$ cat src/rtl/mem_arbiter_rr.sv
// N-port arbiter funnelling cache/scratchpad requesters onto one cpu_ram-style RAM port.
// Round-robin or fixed-priority selection with bounded burst hold and error return.
module mem_arbiter_rr #(
   parameter int NUM_REQ   = 3,
   parameter int ADDR_W    = 32,
   parameter int DATA_W    = 32,
   parameter int ARB_MODE  = 0,
   parameter int BURST_MAX = 1
) (
   input  logic                         CLK,
   input  logic                         nrst,
   input  logic [NUM_REQ-1:0]           req_ren,
   input  logic [NUM_REQ-1:0]           req_wen,
   input  logic [NUM_REQ*ADDR_W-1:0]    req_addr,
   input  logic [NUM_REQ*DATA_W-1:0]    req_store,
   output logic [NUM_REQ-1:0]           req_wait,
   output logic [NUM_REQ-1:0]           req_err,
   output logic [DATA_W-1:0]            req_load,
   output logic                         ram_ren,
   output logic                         ram_wen,
   output logic [ADDR_W-1:0]            ram_addr,
   output logic [DATA_W-1:0]            ram_store,
   input  logic [DATA_W-1:0]            ram_load,
   input  logic [1:0]                   ram_state,
   output logic [$clog2(NUM_REQ)-1:0]   grant_id,
   output logic                         grant_vld
);

   localparam int ID_W  = $clog2(NUM_REQ);
   localparam int CNT_W = 4;

   localparam logic [1:0] RS_ACCESS = 2'b10;
   localparam logic [1:0] RS_ERROR  = 2'b11;

   typedef enum logic {ST_ARB, ST_OWN} state_e;

   state_e             state_q;
   logic [ID_W-1:0]    grant_id_q;
   logic [ID_W-1:0]    last_grant_q;
   logic               grant_vld_q;
   logic [CNT_W-1:0]   burst_cnt_q;

   logic [NUM_REQ-1:0] act;
   logic               hold;
   logic [ID_W-1:0]    rr_id;
   logic [ID_W-1:0]    fp_id;
   logic [ID_W-1:0]    win_id;
   logic               in_own;
   logic               own_act;
   logic               own_ren;
   logic               own_wen;
   logic               done;
   logic [ADDR_W-1:0]  own_addr;
   logic [DATA_W-1:0]  own_store;

   assign act = req_ren | req_wen;

   // Winner selection; burst_cnt_q == 0 means no owner has been granted since reset.
   // NOTE: every combinational output gets a default first so no path infers a latch.
   always_comb begin
      hold  = (burst_cnt_q != '0) && act[grant_id_q] &&
              (burst_cnt_q < CNT_W'(BURST_MAX));
      rr_id = '0;
      fp_id = '0;
      for (int i = NUM_REQ - 1; i >= 0; i--) begin
         if (act[i] && (ID_W'(i) <= last_grant_q)) rr_id = ID_W'(i);
      end
      for (int i = NUM_REQ - 1; i >= 0; i--) begin
         if (act[i] && (ID_W'(i) > last_grant_q)) rr_id = ID_W'(i);
      end
      for (int i = NUM_REQ - 1; i >= 0; i--) begin
         if (act[i]) fp_id = ID_W'(i);
      end
      if (hold)               win_id = grant_id_q;
      else if (ARB_MODE == 1) win_id = fp_id;
      else                    win_id = rr_id;
   end

   always_comb begin
      own_addr  = '0;
      own_store = '0;
      own_ren   = 1'b0;
      own_wen   = 1'b0;
      for (int i = 0; i < NUM_REQ; i++) begin
         if (grant_id_q == ID_W'(i)) begin
            own_addr  = req_addr[i*ADDR_W +: ADDR_W];
            own_store = req_store[i*DATA_W +: DATA_W];
            own_ren   = req_ren[i];
            own_wen   = req_wen[i];
         end
      end
   end

   assign in_own  = (state_q == ST_OWN);
   assign own_act = own_ren | own_wen;
   assign done    = in_own && own_act &&
                    ((ram_state == RS_ACCESS) || (ram_state == RS_ERROR));

   // RAM side follows the owner combinationally, so an abort or reset drops enables at once.
   assign ram_wen   = in_own & own_wen;
   assign ram_ren   = in_own & own_ren & ~own_wen;
   assign ram_addr  = in_own ? own_addr  : '0;
   assign ram_store = in_own ? own_store : '0;
   assign req_load  = ram_load;

   always_comb begin
      req_wait = act;
      req_err  = '0;
      for (int i = 0; i < NUM_REQ; i++) begin
         if (done && (grant_id_q == ID_W'(i))) begin
            req_wait[i] = 1'b0;
            req_err[i]  = (ram_state == RS_ERROR);
         end
      end
   end

   // NOTE: state registers use non-blocking assignments so every flop samples pre-edge values.
   always_ff @(posedge CLK or negedge nrst) begin
      if (!nrst) begin
         state_q      <= ST_ARB;
         grant_vld_q  <= 1'b0;
         grant_id_q   <= '0;
         last_grant_q <= ID_W'(NUM_REQ - 1);
         burst_cnt_q  <= '0;
      end else begin
         case (state_q)
            ST_ARB: begin
               if (|act) begin
                  state_q     <= ST_OWN;
                  grant_vld_q <= 1'b1;
                  grant_id_q  <= win_id;
                  burst_cnt_q <= hold ? burst_cnt_q + CNT_W'(1) : CNT_W'(1);
               end
            end
            ST_OWN: begin
               // Completion or owner abort both hand the port back for re-arbitration.
               if (!own_act || done) begin
                  state_q     <= ST_ARB;
                  grant_vld_q <= 1'b0;
                  if (done) last_grant_q <= grant_id_q;
               end
            end
            default: begin
               state_q     <= ST_ARB;
               grant_vld_q <= 1'b0;
            end
         endcase
      end
   end

   assign grant_id  = grant_id_q;
   assign grant_vld = grant_vld_q;

endmodule
$ cat config.mk
export PLATFORM = sky130hd
export DESIGN_NAME = mem_arbiter_rr
export DESIGN_NICKNAME = d
export VERILOG_FILES = /design/src/rtl/mem_arbiter_rr.sv
export SDC_FILE = /design/constraint.sdc
export NUM_CORES = 1
export LEC_CHECK = 0
export ABC_AREA = 1
export BUFFER_PORTS_ARGS = -buffer_cell sky130_fd_sc_hd__buf_2
export CORE_AREA = 2 2 134 136
export CTS_BUF_LIST = sky130_fd_sc_hd__clkbuf_8
export DETAILED_ROUTE_END_ITERATION = 6
export DIE_AREA = 0 0 136 138
export PLACE_DENSITY_LB_ADDON = 0.05
export SYNTH_ARGS = -nofsm -noshare
export SYNTH_HDL_FRONTEND = slang
export SYNTH_SLANG_ARGS = --single-unit
$ cat constraint.sdc
create_clock -name CLK -period 1.89 [get_ports CLK]
set_input_delay 0.378 -clock CLK [delete_from_list [all_inputs] [get_ports CLK]]
set_output_delay 0.378 -clock CLK [all_outputs]
set_load 0.02 [all_outputs]
=== Word level (Yosys, flattened, before mapping) ===
Cells that the tools add are included.

* $add $sub $neg: 1
* Order comparisons: 8
* Eq/ne operators: 6
* Muxes and demuxes: 35
* Bitwise logic cells: 8
* Reduce and logical (&&, ||, !) cells: 23

{| class="wikitable"
|+ Operators by type and width
! operator !! count
|-
| 32-bit 2-to-1 mux || 8
|-
| 1-bit 2-to-1 mux || 17
|-
| 1-bit logical AND || 13
|-
| 2-bit 2-to-1 mux || 6
|-
| 2-bit == test, second input constant || 3
|-
| 3-bit AND reduction || 2
|-
| 4-bit by 1-bit adder with 4-bit output, second input constant || 1
|-
| 1-bit by 2-bit greater-than comparator with 1-bit output, first input constant || 2
|-
| 1-bit by 2-bit less-or-equal comparator with 1-bit output, first input constant || 2
|-
| 4-bit by 1-bit less-than comparator with 1-bit output, second input constant || 1
|-
| 4-bit 2-to-1 mux || 1
|-
| 1-bit one-hot mux with 2 select lines || 2
|-
| 2-bit AND reduction || 2
|-
| 4-bit nonzero test || 1
|-
| 1-bit bitwise AND || 3
|-
| 2-bit by 3-bit less-than comparator with 1-bit output, second input constant || 1
|-
| 1-bit inverter || 3
|-
| 3-bit bitwise OR || 1
|-
| 3-bit OR reduction || 1
|-
| 1-bit binary-select mux with 2-bit select || 1
|-
| 2-bit by 1-bit == test with 1-bit output, second input constant || 1
|-
| 2-bit greater-than comparator, first input constant || 1
|-
| 2-bit less-or-equal comparator, first input constant || 1
|-
| 2-bit zero test || 1
|-
| other kinds (5) || 6
|}

* Register bits: 10
* Bits of input ports: 234
* Output and inout bits: 107
* Word-level logic and storage cells: 86

=== Logic depth before layout (Yosys ltp) ===
Gate-level depths: netlist of run 1.

* Word-level depth: 10
* Depth in mapped cells: 10
* Depth with buffers taken out: 7

=== Least setup slack after synthesis of run 1 ===
Ideal clock, no wire load.

* Path kind: register to output
* Start point: register grant_id_q[0], in the netlist grant_id[0]
* End point: output port req_err[2]
* Arrival time: 1359 ps
* Required time: 1512 ps
* Path slack: 153 ps
* Stages on the path, launching flop included: 8
* Buffers on the path: 2
* Cells stage by stage: dfrtp_1 buf_6 inv_8 nand2_2 inv_2 buf_2 nand4_1 nor2_1

* Longest elaborated chain between the ends: 9
* Elaborated cells between the ends (all ways): 14
* Those cells by class: 2 x eq/ne; 7 x mux; 1 x bitwise; 4 x reduce/logical

{| class="wikitable"
|+ RTL lines
! item !! RTL line !! source
|-
| start, declared || 38 || <nowiki>logic [ID_W-1:0] grant_id_q;</nowiki>
|-
| start signal, assigned || 131 || <nowiki>grant_id_q <= win_id;</nowiki>
|-
| 2-bit zero test || 85 || <nowiki>if (grant_id_q == ID_W'(i)) begin</nowiki>
|-
| 1-bit 2-to-1 mux (3 in series) || 85 ||
|-
| 1-bit bitwise OR || 95 || <nowiki>assign own_act = own_ren | own_wen;</nowiki>
|-
| 1-bit logical AND (2 in series) || 96 || <nowiki>assign done = in_own && own_act &&</nowiki>
|-
| 1-bit logical AND (*) || 110 || <nowiki>if (done && (grant_id_q == ID_W'(i))) begin</nowiki>
|-
| 1-bit 2-to-1 mux (*) || 110 ||
|-
| end, declared || 17 || <nowiki>output logic [NUM_REQ-1:0] req_err,</nowiki>
|}

Every way passes the cells marked *; elsewhere a longest branch is shown, timed or not.

=== Final worst setup path of run 1 ===
* Start point: register grant_id_q[0], in the netlist grant_id[0]
* End point: output port ram_addr[26]

* Longest elaborated chain between the ends: 5
* Elaborated cells between the ends (all ways): 7
* Those cells by class: 2 x eq/ne; 4 x mux; 1 x reduce/logical

{| class="wikitable"
|+ RTL lines
! item !! RTL line !! source
|-
| 2-bit zero test || 85 ||
|-
| 32-bit 2-to-1 mux (2 in series) || 85 ||
|-
| 32-bit 2-to-1 mux (*) || 85 ||
|-
| 32-bit 2-to-1 mux (*) || 102 || <nowiki>assign ram_addr = in_own ? own_addr : '0;</nowiki>
|-
| end, declared || 21 || <nowiki>output logic [ADDR_W-1:0] ram_addr,</nowiki>
|}

Marks and branches as above.

==> impl_metrics.py, run 1 <==
metrics = {
    "run_status": {
        "status": "finished, violations left",
        "failed_checks": "negative setup slack",
    },
    "cts": {
        "clk_pin_slew_ps": 40,
        "htreeDepth": 1,
        "root_buffer": "clkbuf_8",
        "cts_tree": "built",
        "cts_sinks": 6,
        "cts_max_path_buffers": 2,
        "cts_buffers": 3,
        "clk_latency_ps": 230,
    },
    "sta": {
        "fin_crit_ps": 1983,
        "holdWs_ps": 471.2,
        "rsz0062_at_grt": "true",
        "fmax_mhz": 504.4,
        "period_share_pct": 104.9,
        "fin_ws_ps": -92.58,
        "setup_viol": 64,
        "tightest_slew_ps": 522.8,
        "hold_viol": 0,
        "relSlewSlack_pct": 65.15,
        "slew_viol_final": 0,
        "fin_skew_ps": 7.647,
    },
    "power": {
        "seqPwrFrac_pct": 3.3,
        "p_sw_share_pct": 52.82,
        "pwr-share-clk_pct": 2.3,
        "peakVddDrop_mv": 0.5742,
        "leakagePower_nw": 3.332,
        "pwr-share-comb_pct": 94.4,
        "intPower_mw": 4.162,
        "powerDensity_nw_per_um2": 1669,
        "p_sw_mw": 4.660,
    },
    "global_routing": {
        "grt_pass1_vias": 3942,
        "grt_overflow": 0,
        "grt.busiest_layer": "met2",
        "grt_use_total_pct": 13.62,
        "grtUsageMet1_pct": 14.58,
        "use_met2_pct": 28.33,
        "grt_max_degree": 43,
        "antenna_found_initial": 0,
        "use_met3_pct": 1.687,
        "grt_pass1_wl_um": 20470,
    },
    "critical_path": {
        "critical_path_class": "reg -> out",
        "start_kind": "flip-flop",
        "worst_path_largest_cell_delay_ps": 480,
        "crit_fanout": 7,
        "worstPathCellList": "nor2_4 -> buf_8 -> clkbuf_16 -> nand2_2 -> nand3_2 -> nand2_1 -> inv_2 -> buf_6",
        "critical_path_arrival_ps": 1600,
        "critPathCaptureType": "output port",
        "slowest_stage": "dfrtp_2",
        "rrSetupSlack_ps": 580,
        "cp.required_ps": 1510,
    },
    "floorplanning": {
        "die_width_um": 136,
        "rows": 49,
        "die_h_um": 138,
        "io_pins": 341,
        "initial_core_util_pct": 15.33,
        "die_area_um2": 18770,
        "core_um2": 17530,
    },
    "synthesis": {
        "ys_types": 23,
        "synthTopCellsByArea": "nand2_1 (36%), inv_1 (11%), buf_4 (10%)",
        "synth_area_per_cell_um2": 5.090,
        "ys_ff_latch": 6,
        "yosys.area.top_type_share_pct": 36.45,
        "yosys.area.top_type": "nand2_1",
        "netlist_area_um2": 2688,
        "yosys_warnings": 0,
        "ys_seq_area_share_pct": 5.633,
        "syn-num-nets": 762,
        "syn_inst": 528,
    },
    "cells_and_area": {
        "layout_common_cells": "buf_2 (207), nand2_1 (198), nand2_2 (72)",
        "area_growth_pct": 96.69,
        "n_antenna_cell": 0,
        "fin_cells": 1013,
        "final_common_cell": "buf_2",
        "stdcell_area_um2": 5286,
        "drive_above_1_share_pct": 61.99,
        "final_nets": 1019,
    },
    "place": {
        "portBuffers": 276,
        "dp_hpwl_um": 10450,
        "placed_area_um2": 4016,
        "gp_congestion": 0.7809,
        "dp.cells": 986,
    },
    "route": {
        "avgRoutedWirePerCell_um": 14.50,
        "vias": 4088,
        "drt_iter0_markers": 117,
        "drt_wl_total_um": 14690,
        "ant_nets": 0,
        "via_per_inst": 4.036,
        "dr.pass1.iters": 4,
        "drc": 0,
    },
    "min_path": {
        "hp-class": "reg -> reg",
    },
    "job": {
        "maxCapViolCount": 0,
    },
}
-- path summary, 6_finish.rpt --
path	end	from	cells past startpoint
min in group asynchronous	grant_id[1]	nrst	2
max in group asynchronous	last_grant_q[1]	nrst	2
worst max-delay path	ram_addr[26]	grant_id[0]	8
worst max register to register	grant_vld	grant_id[0]	7
worst min-delay path	last_grant_q[1]	last_grant_q[1]	2
worst min register to register	last_grant_q[1]	last_grant_q[1]	2
-- repair_timing --
action                                  CTS  global route
cloned                                    6             6
endpoints found under the hold margin     5             0
gates resized for setup                 161           131
pin swaps                                 4            40
hold buffers                              1             0
buffers inserted                         13             1
endpoints found under the setup margin   69            70
-- Yosys cell counts, drive strengths merged --
master	number
nand2	283
inv	80
nand3	71
buf	61
nor2	16
dfrtp	5
o21ai	4
nand4	3
a31oi	1
clkbuf	1
dfstp	1
nor3	1
o211ai	1
-- metrics by stage --
step	total power, mW	utilization (%)	setup slack, ps	setup TNS [ps]
final	8.822	30.15	-92.58	-3712
after floorplan	4.410	-	152.9	0
after detailed placement	5.925	22.91	22.39	0
after CTS	8.165	27.59	-82.87	-3266
after global routing	9.560	30.15	-176.8	-10240
after global placement	5.937	22.91	14.76	0
-- critical path, delay by kind of cell (launching register included) --
family | cells | cell delay [ps]
buffers and inverters | 4 | 540
and+or+nand+nor | 4 | 360
DFF | 1 | 480
-- power groups by stage --
| stage | clock network, mW | registers [mW] | logic, mW |
|---|---|---|---|
| floorplan | 0 | 0.265 | 4.15 |
| global placement | 0 | 0.283 | 5.65 |
| finish | 0.202 | 0.291 | 8.33 |
| global route | 0.222 | 0.302 | 9.04 |
| detailed placement | 0 | 0.284 | 5.64 |
| CTS | 0.209 | 0.294 | 7.66 |
-- layout make-up --
cell class	count	area (um2)
clock inverter	1	3.754
fill	1998	12250
clock buffer	3	41.29
inverter	80	320.3
multi-input combinational	380	2073
sequential	6	155.1
timing repair buffer	314	2406
tap	229	286.5
-- per-layer routing --
metal  vias up  share of wire [%]  wire, um
li1       2047                  -         -
met1      1883                 38      5519
met2       145                 56      8254
met3        13                5.4       800
met4         0               0.75       110
met5         -                  0         0
-- flip-flops by register name, indices dropped and copies added, names as in the netlist --
register / cells
in_own: 1
grant_vld: 1
last_grant_q: 2
grant_id: 2
-- logic make-up (layout without fill, tap and decap cells) --
kind of cell	count (synthesis)	in the layout	synth area share (%)
AND/OR/NAND/NOR	374	374	61.92
buffers and inverters	142	398	31.19
AO/OA/AOI/OAI	6	6	1.257
flip-flops	6	6	5.633
Power figures use the tool's default switching activity.
==> run 2: changes to the inputs <==
--- a/config.mk
+++ b/config.mk
@@ -12,6 +12,7 @@
 export DETAILED_ROUTE_END_ITERATION = 6
 export DIE_AREA = 0 0 136 138
 export PLACE_DENSITY_LB_ADDON = 0.05
+export SLEW_MARGIN = 20
 export SYNTH_ARGS = -nofsm -noshare
 export SYNTH_HDL_FRONTEND = slang
 export SYNTH_SLANG_ARGS = --single-unit
==> constraint.sdc (replaced) <==
create_clock -name CLK -period 1.9 [get_ports CLK]
set_input_delay 0.38 -clock CLK [delete_from_list [all_inputs] [get_ports CLK]]
set_output_delay 0.38 -clock CLK [all_outputs]
set_load 0.01 [all_outputs]
==> run 2 against run 1 <==
  * Setup slack gained 38 ps
  * Largest power group unchanged
  * First-iteration DRC count shrank 6.0%
  * Clock-buffer cell count is the same
  * Design area shrank 5.2%
  * The run still ends with negative setup slack left
==> impl_metrics.py, run 2 (synthesis gave the netlist of run 1 again) <==
metrics = {
    "cts": {
        "cts_tree": "built",
        "htreeDepth": 1,
        "cts_sinks": 6,
        "clk_pin_slew_ps": 40,
        "cts_buffers": 3,
        "root_buffer": "clkbuf_8",
        "clk_latency_ps": 220,
        "cts_max_path_buffers": 2,
    },
    "route": {
        "drt_wl_total_um": 14240,
        "vias": 4053,
        "drc": 0,
        "avgRoutedWirePerCell_um": 14.06,
        "dr.pass1.iters": 4,
        "via_per_inst": 4.001,
        "ant_nets": 0,
        "drt_iter0_markers": 110,
    },
    "cells_and_area": {
        "drive_above_1_share_pct": 56.01,
        "area_growth_pct": 86.45,
        "final_nets": 1017,
        "layout_common_cells": "buf_2 (254), nand2_1 (219), inv_1 (69)",
        "fillers": 2039,
        "stdcell_area_um2": 5011,
        "final_common_cell": "buf_2",
    },
    "floorplanning": {
        "rows": 49,
        "die_area_um2": 18770,
        "initial_core_util_pct": 15.33,
        "die_h_um": 138,
        "core_um2": 17530,
        "io_pins": 341,
        "die_width_um": 136,
    },
    "sta": {
        "setup_viol": 53,
        "rsz0062_at_grt": "true",
        "fmax_mhz": 511.7,
        "relSlewSlack_pct": 81.52,
        "tightest_slew_ps": 277.3,
        "slew_viol_final": 0,
        "timing.setup.tns_ps": -1343,
        "period_share_pct": 102.9,
        "fin_ws_ps": -54.28,
        "hold_viol": 0,
        "fin_crit_ps": 1954,
        "fin_skew_ps": 7.046,
    },
    "global_routing": {
        "grt_max_degree": 46,
        "grt_pass1_wl_um": 19890,
        "antenna_found_initial": 2,
        "grt_pass1_vias": 3840,
        "grt_use_total_pct": 13.09,
        "grt_overflow": 0,
    },
    "critical_path": {
        "reg2reg_depth": 8,
        "cp.required_ps": 1520,
        "startpoint": "grant_id[0]",
        "crit_buf_inv": 4,
        "worstPathCellList": "nor2_4 -> buf_12 -> clkbuf_16 -> nand2_1 -> nand3_1 -> nand2_1 -> inv_1 -> buf_6",
        "critical_path_arrival_ps": 1570,
        "rrSetupSlack_ps": 520,
        "start_kind": "flip-flop",
        "r2r_start": "grant_id[0]",
        "critical_path_class": "reg -> out",
        "r2r-end": "grant_vld",
        "crit_path_frequent_cell": "nand2_1",
        "slowest_stage": "dfrtp_2",
        "worst_path_largest_cell_delay_ps": 490,
        "crit_fanout": 14,
        "critPathCaptureType": "output port",
        "path_delay_family": "buffers and inverters",
    },
    "run_status": {
        "status": "finished, violations left",
        "failed_checks": "negative setup slack",
    },
    "min_path": {
        "whs_endpoint": "last_grant_q[0]",
        "whs_path_depth": 2,
        "min_from": "last_grant_q[0]",
        "hp-class": "reg -> reg",
    },
    "place": {
        "portBuffers": 276,
        "dp_hpwl_um": 10200,
        "pre_cts_slack_ps": 11.24,
        "placed_area_um2": 4029,
        "gp_congestion": 0.7903,
    },
    "power": {
        "total_power_mw": 7.409,
        "leakagePower_nw": 3.342,
        "powerDensity_nw_per_um2": 1478,
        "peakVddDrop_mv": 0.5333,
    },
    "job": {
        "maxCapViolCount": 0,
    },
}
## run 2: worst max path at each step
stage                         to  cells past startpoint
floorplan           ram_addr[10]                     10
global placement    ram_addr[22]                      9
detailed placement  ram_addr[22]                      8
CTS                 ram_addr[14]                      8
global route         ram_addr[5]                      8
finish              ram_addr[28]                      8
## run 2: cell type report
type / instances / area (um2) / area share [%]
tap: 229 / 286.5 / 5.718
clock buffer: 3 / 41.29 / 0.8240
multi-input combinational: 380 / 2061 / 41.12
timing repair buffer: 312 / 2122 / 42.35
clock inverter: 1 / 3.754 / 0.07491
sequential: 6 / 155.1 / 3.096
inverter: 80 / 336.6 / 6.717
antenna: 2 / 5.005 / 0.09988
## run 2: stage by stage
stage	hold WS, ps	instances	util (%)
after global routing	498.9	1013	28.58
after floorplan	84.41	528	-
after global placement	222.0	986	22.98
after CTS	471.9	1005	25.09
after detailed placement	223.3	986	22.98
final	468.7	1013	28.58
## run 2: power breakdown
group	switching, mW	total, mW	leakage, nW	internal [mW]
Clock	0.0543	0.193	0.0269	0.139
Sequential	0.0972	0.298	0.0679	0.201
Combinational	3.73	6.92	3.25	3.19
## run 2: metal layers
metal	wire length (um)	share of wire, %	track usage, %	up-vias
met1	5330	37	14.46	1836
li1	-	-	-	2046
met2	7809	55	26.26	159
met3	976	6.9	2.090	12
met4	126	0.88	1.590	0
met5	0	0	0	-
## run 2: worst min-delay path: stages (launching register included)
cell     delay, ps
dfrtp_1        330
nand2_1         50
nand2_1         50
## run 2: timing repair
action	4_1_cts	5_1_grt
gates resized for setup	30	118
setup buffers	10	3
pin swaps	3	35
gates cloned	4	7
hold endpoints to repair	5	0
hold buffers	1	0
endpoints found under the setup margin	69	71
==> run 3: changes to the inputs <==
--- a/config.mk
+++ b/config.mk
@@ -11,7 +11,7 @@
 export CTS_BUF_LIST = sky130_fd_sc_hd__clkbuf_8
 export DETAILED_ROUTE_END_ITERATION = 6
 export DIE_AREA = 0 0 136 138
-export PLACE_DENSITY_LB_ADDON = 0.05
+export PLACE_DENSITY = 0.41
 export SLEW_MARGIN = 20
 export SYNTH_ARGS = -nofsm -noshare
 export SYNTH_HDL_FRONTEND = slang
==> run 3 against run 2 <==
  * The run still ends with negative setup slack left
  * Critical path depth is the same
  * Power shrank 13%
  * Routed wire length shrank 7.7%
  * First-iteration DRC count grew 77%
  * Clock skew shrank 3.0 ps
  * Worst hold slack gained 1.3 ps
  * Highest routed layer unchanged
  * Core utilization shrank 3.0 points
  * Clock power grew 5%
  * Largest cell class unchanged
  * Die area is the same
  * Design area shrank 10%
  * Sequential share of layout area grew 0.36 points
  * Fmax grew 0.58%
==> impl_metrics.py, run 3 (synthesis gave the netlist of run 1 again) <==
metrics = {
    "floorplanning": {
        "rows": 49,
        "die_width_um": 136,
        "core_um2": 17530,
        "die_area_um2": 18770,
        "io_pins": 341,
        "die_h_um": 138,
        "initial_core_util_pct": 15.33,
    },
    "global_routing": {
        "use_met2_pct": 22.96,
        "grt_overflow": 0,
        "grtUsageMet1_pct": 14.21,
        "antenna_found_initial": 0,
        "use_met3_pct": 2.420,
        "grt.busiest_layer": "met2",
        "grt_max_degree": 41,
        "grt_pass1_wl_um": 18420,
        "grt_use_total_pct": 12.12,
        "grt_pass1_vias": 3735,
    },
    "place": {
        "placed_area_um2": 4006,
        "dp_hpwl_um": 9578,
        "gp_congestion": 0.8263,
        "portBuffers": 276,
        "pre_cts_slack_ps": 92.33,
    },
    "sta": {
        "period_share_pct": 102.3,
        "relSlewSlack_pct": 78.44,
        "hold_viol": 0,
        "fmax_mhz": 514.7,
        "tightest_slew_ps": 323.4,
        "rsz0062_at_grt": "true",
        "setup_viol": 57,
        "fin_ws_ps": -43.06,
        "slew_viol_final": 0,
        "timing.setup.tns_ps": -1132,
        "fin_skew_ps": 4.068,
        "fin_crit_ps": 1943,
    },
    "cells_and_area": {
        "drive_above_1_share_pct": 49.29,
        "final_common_cell": "buf_2",
        "final_nets": 1008,
        "n_antenna_cell": 0,
        "stdcell_area_um2": 4487,
        "area_growth_pct": 66.95,
        "layout_common_cells": "buf_2 (258), nand2_1 (248), inv_1 (70)",
        "fin_util_pct": 25.59,
    },
    "power": {
        "leakagePower_nw": 3.003,
        "total_power_mw": 6.451,
        "powerDensity_nw_per_um2": 1438,
        "peakVddDrop_mv": 0.5850,
    },
    "critical_path": {
        "critical_path_class": "reg -> out",
        "worstPathCellList": "nor2_4 -> buf_12 -> clkbuf_16 -> nand2_1 -> nand3_2 -> nand2_1 -> inv_1 -> buf_2",
        "rrSetupSlack_ps": 480,
        "start_kind": "flip-flop",
        "critical_path_arrival_ps": 1560,
        "crit_fanout": 12,
        "r2r-end": "in_own",
        "worst_path_largest_cell_delay_ps": 480,
        "r2r_start": "grant_id[0]",
        "crit_path_frequent_cell": "nand2_1",
        "slowest_stage": "dfrtp_2",
        "cp.required_ps": 1520,
        "reg2reg_depth": 9,
        "critPathCaptureType": "output port",
    },
    "route": {
        "drt_iter0_markers": 195,
        "drc": 0,
        "avgRoutedWirePerCell_um": 13.13,
        "ant_nets": 0,
        "vias": 4010,
        "via_per_inst": 4.002,
        "dr.pass1.iters": 4,
        "drt_wl_total_um": 13150,
    },
    "cts": {
        "root_buffer": "clkbuf_8",
        "cts_buffers": 3,
        "cts_sinks": 6,
        "clk_latency_ps": 230,
        "cts_tree": "built",
        "htreeDepth": 1,
        "cts_max_path_buffers": 2,
        "clk_pin_slew_ps": 40,
    },
    "min_path": {
        "whs_path_depth": 2,
        "min_from": "last_grant_q[1]",
        "whs_endpoint": "last_grant_q[1]",
        "hp-class": "reg -> reg",
    },
    "run_status": {
        "status": "finished, violations left",
        "failed_checks": "negative setup slack",
    },
    "job": {
        "maxCapViolCount": 0,
    },
}
==> run 3: where the power goes <==
part	internal (mW)	switching (mW)	leakage (nW)
logic	2.65	3.30	2.91
clock network	0.140	0.0637	0.0269
registers	0.201	0.102	0.0679
==> run 3: per-stage QoR <==
| stage | cells | hold slack (ps) |
|---|---|---|
| detailed placement | 983 | 214.5 |
| CTS | 996 | 473.9 |
| finish | 1002 | 470.1 |
| global route | 1002 | 516.4 |
| floorplan | 528 | 84.41 |
| global placement | 983 | 215.2 |
==> run 3: routing by layer <==
| layer | up-vias | part of all wire [%] |
|---|---|---|
| met5 | - | 0 |
| met4 | 0 | 0.87 |
| met3 | 14 | 7.8 |
| met2 | 177 | 51 |
| met1 | 1794 | 41 |
| li1 | 2025 | - |
==> run 3: worst max-delay path, delay by kind of cell (launching register included) <==
| kind | cells | cell delay (ps) |
|---|---|---|
| flops | 1 | 480 |
| simple gates | 4 | 330 |
| buf+inv | 4 | 530 |
==> run 3: worst max path at each step <==
stage / from / to / slack [ps] / depth (start not counted)
3_5_place_dp: grant_id[0] / ram_addr[28] / 90 / 7
3_3_place_gp: grant_id[0] / ram_addr[28] / 110 / 7
6_report: grant_id[0] / ram_addr[3] / -40 / 8
4_1_cts: grant_id[0] / ram_store[21] / -90 / 8
2_1_floorplan: grant_id[0] / ram_addr[10] / 320 / 10
5_1_grt: grant_id[0] / ram_addr[21] / -150 / 8
==> run 3: cell type report <==
cell class	instances	area, um2
Sequential cell	6	155.1
Fill cell	2050	13050
Timing Repair Buffer	303	1929
Tap cell	229	286.5
Inverter	80	315.3
Clock inverter	1	3.754
Multi-Input combinational cell	380	1755
Clock buffer	3	41.29
==> run 3: what timing repair did <==
action | in CTS | in global routing
setup endpoints to repair | 70 | 70
hold buffers | 1 | 0
pin swaps | 2 | 6
hold endpoints to repair | 5 | 0
resized for setup | 28 | 26
setup buffers | 5 | 4
gates cloned | 3 | 4
